### config.mk
export PLATFORM = sky130hd
export DESIGN_NAME = debounce_filter_multi
export DESIGN_NICKNAME = d
export VERILOG_FILES = /design/src/rtl/debounce_pkg.sv /design/src/rtl/debounce_channel.sv /design/src/rtl/debounce_filter_multi.sv
export SDC_FILE = /design/constraint.sdc
export NUM_CORES = 1
export LEC_CHECK = 0
export CORE_AREA = 2 2 39 41
export CTS_CLUSTER_DIAMETER = 100
export CTS_CLUSTER_SIZE = 30
export DETAILED_ROUTE_END_ITERATION = 8
export DIE_AREA = 0 0 41 43
export HOLD_SLACK_MARGIN = 0.02
export SLEW_MARGIN = 20
export SYNTH_ARGS = -nofsm -noshare
export SYNTH_HDL_FRONTEND = slang
export SYNTH_SLANG_ARGS = --single-unit
### constraint.sdc
create_clock -name cclk -period 1.5 [get_ports cclk]
set_input_delay 0.15 -clock cclk [delete_from_list [all_inputs] [get_ports cclk]]
set_output_delay 0.15 -clock cclk [all_outputs]
set_load 0.005 [all_outputs]
### src/rtl/debounce_pkg.sv
// Shared definitions for the multi-channel debouncer: filter mode codes and
// the stability-counter width helper.
package debounce_pkg;

   localparam int MODE_SYMMETRIC = 0;
   localparam int MODE_RISE_ONLY = 1;

   function automatic int cnt_width(input int n);
      if (n <= 2) begin
         return 1;
      end else begin
         return $clog2(n);
      end
   endfunction

endpackage

### src/rtl/debounce_channel.sv
// One debounced channel: synchroniser chain, stability counter, filtered
// level and registered rise/fall pulses.
module debounce_channel
   import debounce_pkg::*;
#(
   parameter int   SYNC_STAGES   = 2,
   parameter int   STABLE_CYCLES = 3,
   parameter int   MODE          = MODE_SYMMETRIC,
   parameter logic RESET_VAL     = 1'b0
) (
   input  logic cclk,
   input  logic clr,
   input  logic ce,
   input  logic din,
   output logic dout,
   output logic rise,
   output logic fall,
   output logic pulse_next
);

   localparam int            CW       = cnt_width(STABLE_CYCLES);
   localparam logic [CW-1:0] CNT_LAST = CW'(STABLE_CYCLES - 1);

   logic [SYNC_STAGES-1:0] sync_r;
   logic                   s_s;
   logic [CW-1:0]          cnt_r;
   logic [CW-1:0]          cnt_nxt_s;
   logic                   dout_r;
   logic                   dout_nxt_s;
   logic                   rise_r;
   logic                   rise_nxt_s;
   logic                   fall_r;
   logic                   fall_nxt_s;

   assign s_s = sync_r[SYNC_STAGES-1];

   // Synchroniser shift chain; runs every edge regardless of ce.
   always_ff @(posedge cclk or posedge clr) begin
      if (clr) begin
         sync_r <= {SYNC_STAGES{RESET_VAL}};
      end else begin
         sync_r <= {sync_r[SYNC_STAGES-2:0], din};
      end
   end

   // Next-state decision for counter, filtered level and edge pulses.
   always_comb begin
      cnt_nxt_s  = cnt_r;
      dout_nxt_s = dout_r;
      rise_nxt_s = 1'b0;
      fall_nxt_s = 1'b0;
      if (s_s == dout_r) begin
         cnt_nxt_s = {CW{1'b0}};
      end else if ((MODE == MODE_RISE_ONLY) && !s_s) begin
         // Falling edges bypass the filter entirely in rise-only mode.
         dout_nxt_s = 1'b0;
         cnt_nxt_s  = {CW{1'b0}};
         fall_nxt_s = 1'b1;
      end else if (!ce) begin
         cnt_nxt_s = cnt_r;
      end else if (cnt_r == CNT_LAST) begin
         dout_nxt_s = s_s;
         cnt_nxt_s  = {CW{1'b0}};
         rise_nxt_s = s_s;
         fall_nxt_s = !s_s;
      end else begin
         cnt_nxt_s = cnt_r + CW'(1);
      end
   end

   // Filter state and pulse registers.
   always_ff @(posedge cclk or posedge clr) begin
      if (clr) begin
         cnt_r  <= {CW{1'b0}};
         dout_r <= RESET_VAL;
         rise_r <= 1'b0;
         fall_r <= 1'b0;
      end else begin
         cnt_r  <= cnt_nxt_s;
         dout_r <= dout_nxt_s;
         rise_r <= rise_nxt_s;
         fall_r <= fall_nxt_s;
      end
   end

   assign dout       = dout_r;
   assign rise       = rise_r;
   assign fall       = fall_r;
   assign pulse_next = rise_nxt_s | fall_nxt_s;

endmodule

### src/rtl/debounce_filter_multi.sv
// N-channel debouncer/synchroniser for the PS2 front end; per-channel clean
// levels and edge pulses plus a combined change flag.
module debounce_filter_multi
   import debounce_pkg::*;
#(
   parameter int   CHANNELS      = 1,
   parameter int   SYNC_STAGES   = 2,
   parameter int   STABLE_CYCLES = 3,
   parameter int   MODE          = MODE_SYMMETRIC,
   parameter logic RESET_VAL     = 1'b0
) (
   input  logic                cclk,
   input  logic                clr,
   input  logic                ce,
   input  logic [CHANNELS-1:0] din,
   output logic [CHANNELS-1:0] dout,
   output logic [CHANNELS-1:0] rise,
   output logic [CHANNELS-1:0] fall,
   output logic                any_change
);

   logic [CHANNELS-1:0] pulse_next_s;
   logic                any_change_r;

   for (genvar g = 0; g < CHANNELS; g++) begin : g_ch
      debounce_channel #(
         .SYNC_STAGES   (SYNC_STAGES),
         .STABLE_CYCLES (STABLE_CYCLES),
         .MODE          (MODE),
         .RESET_VAL     (RESET_VAL)
      ) u_ch (
         .cclk       (cclk),
         .clr        (clr),
         .ce         (ce),
         .din        (din[g]),
         .dout       (dout[g]),
         .rise       (rise[g]),
         .fall       (fall[g]),
         .pulse_next (pulse_next_s[g])
      );
   end

   // Registered from the channels' next-pulse terms so it lines up with rise/fall.
   always_ff @(posedge cclk or posedge clr) begin
      if (clr) begin
         any_change_r <= 1'b0;
      end else begin
         any_change_r <= |pulse_next_s;
      end
   end

   assign any_change = any_change_r;

endmodule

==> Word level (Yosys, flattened, before mapping) <==
Index checks and enable logic that the tools add are counted.
W data, S select, Z words.
{ "totals": {"register_bits": 8, "out_inout_bits": 4, "elab_cells": 23} }
{ "op_classes": {"add_sub_neg": 1, "n_eq_ne": 2, "n_mux": 9, "bitwise_logic": 2, "reduce_logical": 3} }
{ "ops": {"columns": ["operator", "n"], "rows": [
  ["$mux W1", 6],
  ["$mux W2", 3],
  ["$reduce_and A3 Y1", 1],
  ["$add A2 B1 Y2 const B", 1],
  ["$eq A2 B2 Y1 const B", 1],
  ["$reduce_bool A2 Y1", 1],
  ["$eq A1 B1 Y1", 1],
  ["$logic_not A1 Y1", 1],
  ["$not A1 Y1", 1],
  ["$or A1 B1 Y1", 1]
]} }

==> Longest topological paths before layout <==
Gate-level depths: netlist (run 1).
{ "logic_depth": {"ltp_word": 5, "depth_mapped": 2, "mapped_depth_nobuf": 2} }

==> Modules after synthesis <==
A second synthesis (run 1) with hierarchy kept.
{ "hier_totals": {"hier_cells": 22, "hier_area_um2": 299.0} }
{ "by_module_without_submodules": {"columns": ["module", "instances", "cells_each", "area_per_inst_um2", "seq_area_each_um2"], "rows": [
  ["debounce_channel", 1, 20, 270.3, 175.2],
  ["debounce_filter_multi", 1, 2, 28.8, 25.0]
]} }

==> Worst setup path before layout (run 1) <==
OpenSTA, ideal clock, no wires.
{ "synth_timing": {"path_type": "reg-to-reg", "from": "register g_ch[0].u_ch.cnt_r[0]", "to": "register g_ch[0].u_ch.dout_r", "setup_time_ns": 0.128, "t_arrival_ns": 0.893, "t_required_ns": 1.372, "setup_slack_ns": 0.479, "stages_incl_launch_ff": 3, "path_buffers": 0, "synth_period_minus_slack_ns": 1.021, "cell_sequence": "dfrtp_1 -> nand3b_1 -> mux2_1"} }
{ "synth_between": {"elab_chain_cells": 2} }
{ "synth_lines": {"columns": ["element", "line", "rtl"], "rows": [
  ["from (decl)", "debounce_channel.sv:26", "logic [CW-1:0] cnt_r;"],
  ["from (signal assigned)", "debounce_channel.sv:74", "cnt_r <= {CW{1'b0}};"],
  ["from (signal assigned)", "debounce_channel.sv:79", "cnt_r <= cnt_nxt_s;"],
  ["$eq A2 B2 Y1", "debounce_channel.sv:61", "end else if (cnt_r == CNT_LAST) begin"],
  ["$reduce_and A3 Y1 (no source line)", null, null],
  ["to (signal assigned)", "debounce_channel.sv:80", "dout_r <= dout_nxt_s;"],
  ["to (decl)", "debounce_channel.sv:28", "logic dout_r;"]
]} }
No other way between the ends.
A chain may end at the register's enable or synchronous reset.

==> Final worst setup path (run 1) <==
{ "layout_timing": {"from": "register g_ch[0].u_ch.dout_r", "to": "output port dout"} }
{ "layout_lines": {"columns": ["element", "line", "rtl"], "rows": [
  ["to (decl)", "debounce_filter_multi.sv:16", "output logic [CHANNELS-1:0] dout,"]
]} }
No word-level cell between the ends.

==> flow_metrics.py, run 1 <==
metrics = {
    "global_route": {
        "grt_max_degree": 9,
        "grt_pass1_vias": 192,
        "grtUsageTotal": 0.0682,
        "grt-ovfl-total": 0,
        "antenna_found_initial": 0,
        "grt_pass1_wl_um": 752,
    },
    "cts": {
        "cts_max_level": 1,
        "worst_skew_pair.late_latency_ns": 0.25,
        "clockRootBuffer": "clkbuf_4",
        "hold_buffers": 0,
        "cts_buffers": 3,
        "clk_path_buf_depth": 2,
        "cts_tree": "done",
        "clkSlewWorstSetupHoldPaths_ns": 0.05,
        "cts.sinks": 8,
        "ctsResizeCount": 0,
        "post_cts_buffers": 0,
    },
    "final_layout": {
        "antenna_cells": 0,
        "syn2layout_area_growth_pct": 39.0,
        "layout.nets": 37,
        "drive_above_1_share": 0.0968,
        "fin_util": 0.290,
    },
    "floorplan": {
        "row_count": 14,
        "io_pins": 8,
        "dieArea_mm2": 0.00176,
        "die_h_um": 43,
        "start_util": 0.209,
        "die_w_um": 41,
        "core_mm2": 0.00138,
    },
    "synthesis": {
        "async_flop_share": 1.00,
        "ys_types": 10,
        "synth_area_um2": 289,
        "yosys.area.top_type": "dfrtp_1",
        "ys.flop_type": "dfrtp_1",
        "synth_top_area_share": 0.693,
        "yosysMostFrequentCell": "dfrtp_1",
        "yosys_warnings": 0,
        "yosysSeqAreaShare": 0.693,
        "postSynthCellCount": 21,
        "synth_edf_count": 0,
        "synthTopCellsByArea": "dfrtp_1, nand3b_1, nor3b_1, nand2b_1, mux2_1",
        "syn_avg_cell_area_um2": 13.8,
        "synth_common_cells": "dfrtp_1, a21oi_1, nand2b_1, nand3b_1, nor3b_1",
        "synth-seq-cells": 8,
        "syn_nets": 25,
    },
    "outcome": {
        "status": "completed",
    },
    "detailed_routing": {
        "drt_wl_total_um": 485,
        "drcViolationCount": 0,
        "wl_per_cell_um": 10.3,
        "drtIter0Drc": 10,
        "first_pass_iters": 2,
        "dr_total_vias": 187,
        "vias_per_cell": 3.98,
        "postRouteAntennaNets": 0,
    },
    "place": {
        "place.gp.congestion": 0.613,
        "port_buffers": 7,
    },
    "critical_path": {
        "cpPeakStageDelay_ns": 0.53,
        "start_kind": "flip-flop",
        "crit_buf_inv": 1,
        "critPathKind": "flip-flop to output pin",
        "worst_ep_arrival_time_ns": 1.20,
        "cp_slowest_cell": "clkdlybuf4s50_1",
        "critPathRequiredTime_ns": 1.35,
        "path_cells": "clkdlybuf4s50_1",
        "cp-end-kind": "output pin",
        "cp_top_family": "buffers and inverters",
        "critical_path.max_fanout": 5,
    },
    "timing": {
        "setup_viol": 0,
        "rsz0062_at_grt": "false",
        "report.final.slew_viol_count": 0,
        "slew_headroom": 0.805,
        "worst_pin_slew_ns": 0.293,
        "finClkSkew_ns": 0.00181,
        "final_hold_viol_count": 0,
        "tns_ns": 0,
        "fmax_mhz": 740,
        "finalCriticalPeriod_ns": 1.35,
        "finalCritPeriodShare": 0.901,
    },
    "power": {
        "peakVddDrop_uv": 542,
        "power.density_mw_per_mm2": 1440,
        "power_leakage_uw": 0.000172,
    },
    "hold_path": {
        "hold_class": "input pin to async pin",
    },
    "run": {
        "cap_violations": 0,
    },
}
-- sequential cells by signal, summed over array words and instances (netlist names) --
register and count:
g_ch.u_ch.rise 1, g_ch.u_ch.fall 1, g_ch.u_ch.sync_r 2, g_ch.u_ch.cnt_r 2, g_ch.u_ch.dout 1, any_change 1
-- per-layer routing --
metal | up-vias | global-route usage | part of all wire
li1 | 91 | - | -
met1 | 90 | 0.0839 | 0.44
met2 | 6 | 0.0844 | 0.49
met3 | 0 | 0.0314 | 0.072
met4 | 0 | 0.0600 | 0
met5 | - | 0 | 0
-- logic make-up after synthesis --
kind of cell | count (synthesis) | synth area share
mux | 1 | 0.0390
compound gates | 2 | 0.0346
flops | 8 | 0.693
xor+xnor | 1 | 0.0303
buf+inv | 1 | 0.0130
simple gates | 8 | 0.190
-- stage by stage --
stage | total power, uW | instances | hold slack (ns) | area [um2] | setup WS, ns
4_1_cts | 585 | 47 | 0.145 | 402 | 0.150
6_report | 578 | 47 | 0.137 | 402 | 0.149
3_3_place_gp | 413 | 44 | 0.340 | 379 | 0.217
5_1_grt | 611 | 47 | 0.174 | 402 | 0.119
2_1_floorplan | 360 | 21 | -0.0343 | 289 | 0.479
3_5_place_dp | 422 | 44 | 0.346 | 379 | 0.188
-- power breakdown --
group / internal [uW] / switching, uW / total, uW
clock: 91.2 / 68.2 / 159
sequential: 256 / 39.3 / 295
combinational: 78.8 / 45.0 / 124
total: 426 / 152 / 578
-- path summary, 6_finish.rpt --
| kind | from | endpoint | slack, ns | depth (start not counted) |
|---|---|---|---|---|
| max | g_ch[0].u_ch.dout | dout | 0.15 | 1 |
| min | clr | g_ch[0].u_ch.rise | 0.14 | 2 |
| max reg2reg | g_ch[0].u_ch.cnt_r[0] | g_ch[0].u_ch.dout | 0.41 | 2 |
| min reg2reg | g_ch[0].u_ch.sync_r[0] | g_ch[0].u_ch.sync_r[1] | 0.35 | 0 |
| max in group asynchronous | clr | g_ch[0].u_ch.sync_r[1] | 1.14 | 2 |
| min in group cclk | din | g_ch[0].u_ch.sync_r[0] | 0.35 | 1 |
-- area by class of cell --
type,instances,area [um2]
timing repair buffer,7,70.1
clock buffer,3,22.5
sequential,8,200
inverter,1,3.75
multi-input combinational,12,85.1
fill,145,982
tap,16,20.0
-- placed cells by master (no fill, tap or decap) --
| cell type | count |
|---|---|
| mux2_1 | 1 |
| clkbuf_4 | 3 |
| xnor2_1 | 1 |
| clkdlybuf4s50_1 | 7 |
| dfrtp_1 | 8 |
| a21oi_1 | 2 |
| nor2_1 | 1 |
| nand2b_1 | 2 |
| inv_1 | 1 |
| or3b_1 | 1 |
| nor3b_1 | 2 |
| nand3b_1 | 2 |
Power figures use the tool's default switching activity.
==> run 2, diff against run 1 <==
Settings changed: CTS_CLUSTER_SIZE 30 to 8, SYNTH_HIERARCHICAL set to 1.
==> flow_metrics.py, run 2 <==
metrics = {
    "outcome": {
        "status": "completed",
    },
    "critical_path": {
        "cp_top_family": "buffers and inverters",
        "critPathKind": "flip-flop to output pin",
        "critPathRequiredTime_ns": 1.35,
        "r2r_cells": 2,
        "start_kind": "flip-flop",
        "crit_start": "g_ch[0].u_ch/dout",
        "critical_path.max_fanout": 5,
        "cp_slowest_cell": "clkdlybuf4s50_1",
        "path_cells": "clkdlybuf4s50_1",
        "cp_num_cells": 1,
        "crit_buf_inv": 1,
        "r2r-start": "g_ch[0].u_ch/cnt_r[0]",
        "endpoint": "dout",
        "worst_ep_arrival_time_ns": 1.19,
        "cp-end-kind": "output pin",
        "r2r_setup_slack_ns": 0.41,
        "reg2reg_to": "g_ch[0].u_ch/dout",
        "cpPeakStageDelay_ns": 0.53,
    },
    "floorplan": {
        "start_util": 0.216,
        "dieArea_mm2": 0.00176,
        "die_w_um": 41,
        "row_count": 14,
        "core_mm2": 0.00138,
        "io_pins": 8,
        "die_h_um": 43,
    },
    "cts": {
        "ctsResizeCount": 0,
        "clkSlewWorstSetupHoldPaths_ns": 0.05,
        "worst_skew_pair.late_latency_ns": 0.25,
        "hold_buffers": 0,
        "post_cts_buffers": 0,
        "cts_buffers": 3,
        "cts.sinks": 8,
        "cts_tree": "done",
        "clk_path_buf_depth": 2,
        "cts_max_level": 1,
        "clockRootBuffer": "clkbuf_4",
    },
    "power": {
        "p_sw_uw": 154,
        "peakVddDrop_uv": 626,
        "power.density_mw_per_mm2": 1450,
        "share_seq_of_total_power": 0.491,
        "combPwrFrac": 0.243,
        "p_int_uw": 442,
        "clock_power_share": 0.267,
        "power_leakage_uw": 0.000183,
        "p_sw_frac": 0.259,
    },
    "timing": {
        "worst_pin_slew_ns": 0.262,
        "tns_ns": 0,
        "finClkSkew_ns": 0.000779,
        "holdWs_ns": 0.0640,
        "rsz0062_at_grt": "false",
        "report.final.slew_viol_count": 0,
        "setup_viol": 0,
        "final_hold_viol_count": 0,
        "fmax_mhz": 746,
        "finalCritPeriodShare": 0.893,
        "finalCriticalPeriod_ns": 1.34,
        "slew_headroom": 0.825,
    },
    "synthesis": {
        "synth-seq-cells": 8,
        "yosysMostFrequentCell": "dfrtp_1",
        "synth_common_cells": "dfrtp_1, a21oi_1, inv_1, nand3b_1, nor3b_1",
        "synth_area_um2": 299,
        "synth_mux_area_frac": 0.0502,
        "synth_edf_count": 0,
        "syn_nets": 26,
        "synthAdderAreaFrac": 0,
        "yosys_warnings": 6,
        "synthXorXnorAreaFrac": 0.0293,
        "async_flop_share": 1.00,
        "synth_top_area_share": 0.669,
        "synth-compound-area-share": 0.0335,
        "syn_avg_cell_area_um2": 13.6,
        "yosys.area.top_type": "dfrtp_1",
        "postSynthCellCount": 22,
        "yosysSeqAreaShare": 0.669,
        "synth-simple-area-share": 0.192,
        "synthTopCellsByArea": "dfrtp_1, mux2_4, nand3b_1, nor3b_1, a21oi_1",
        "ys.flop_type": "dfrtp_1",
        "ys_types": 11,
        "synth_top_family_by_area": "simple AND/OR/NAND/NOR gates",
    },
    "detailed_routing": {
        "first_pass_iters": 4,
        "postRouteAntennaNets": 0,
        "vias_per_cell": 4.02,
        "drtIter0Drc": 8,
        "wl_per_cell_um": 11.6,
        "dr_total_vias": 193,
        "drcViolationCount": 0,
        "drt_wl_total_um": 557,
    },
    "global_route": {
        "grtUsageTotal": 0.0866,
        "antenna_found_initial": 0,
        "grt-ovfl-total": 0,
        "grt_pass1_vias": 224,
        "grt_max_degree": 8,
        "grt_pass1_wl_um": 938,
    },
    "final_layout": {
        "reg.largest.list": "g_ch.u_ch/cnt_r (2), g_ch.u_ch/sync_r (2)",
        "multi_input_area_um2": 91.3,
        "syn2layout_area_growth_pct": 37.7,
        "antenna_cells": 0,
        "fin_cells": 48,
        "n_fill_cell": 142,
        "fin_util": 0.297,
        "layout_commonest_cell": "dfrtp_1",
        "drive_above_1_share": 0.156,
        "layout.nets": 38,
        "final_cell_mix": "dfrtp_1, clkdlybuf4s50_1, clkbuf_4",
        "regArea_um2": 200,
    },
    "run": {
        "cap_violations": 0,
    },
    "hold_path": {
        "hold_class": "input pin to async pin",
    },
    "place": {
        "place.gp.congestion": 0.680,
        "dp_cells": 45,
        "dp_hpwl_um": 413,
        "port_buffers": 7,
    },
}
-- run 2: metal layers --
metal	global-route usage	part of all wire	routed length, um	up-vias
met5	0	0	0	-
met3	0.0314	0.072	40	0
met4	0.0800	0	0	0
met1	0.118	0.49	272	91
met2	0.100	0.44	244	8
li1	-	-	-	94
-- run 2: power groups by stage --
stage	clock (uW)	combinational, uW	sequential (uW)
2_1_floorplan	0	85.5	290
3_3_place_gp	0	138	293
3_5_place_dp	0	146	296
4_1_cts	166	148	293
5_1_grt	175	162	300
6_report	159	145	293
-- run 2: cells by family after synthesis --
kind of cell | after synthesis
buffers and inverters | 2
and+or+nand+nor | 8
muxes | 1
DFF | 8
AOI/OAI and AO/OA | 2
xor gates and xnor gates | 1
-- run 2: stage by stage --
stage / area (um2) / total power [uW] / setup slack, ns
final: 412 / 596 / 0.160
after CTS: 412 / 607 / 0.150
after global routing: 412 / 637 / 0.114
after detailed placement: 389 / 442 / 0.179
after floorplan: 299 / 376 / 0.481
after global placement: 389 / 431 / 0.217
-- run 2: worst min-delay path by stage --
stage	startpoint	end	slack [ns]	cells after the start
final	clr	any_change	0.06	2
after global routing	clr	any_change	0.08	2
after CTS	clr	any_change	0.06	2
after detailed placement	clr	any_change	0.33	2
after global placement	clr	any_change	0.32	2
after floorplan	clr	any_change	-0.12	1
-- run 2: area by class of cell --
class,count,area share
flip-flops and latches,8,0.486
multi-input cells,12,0.222
repair buffers,7,0.170
clock buffers,3,0.0547
well taps,16,0.0486
inverters,2,0.0182
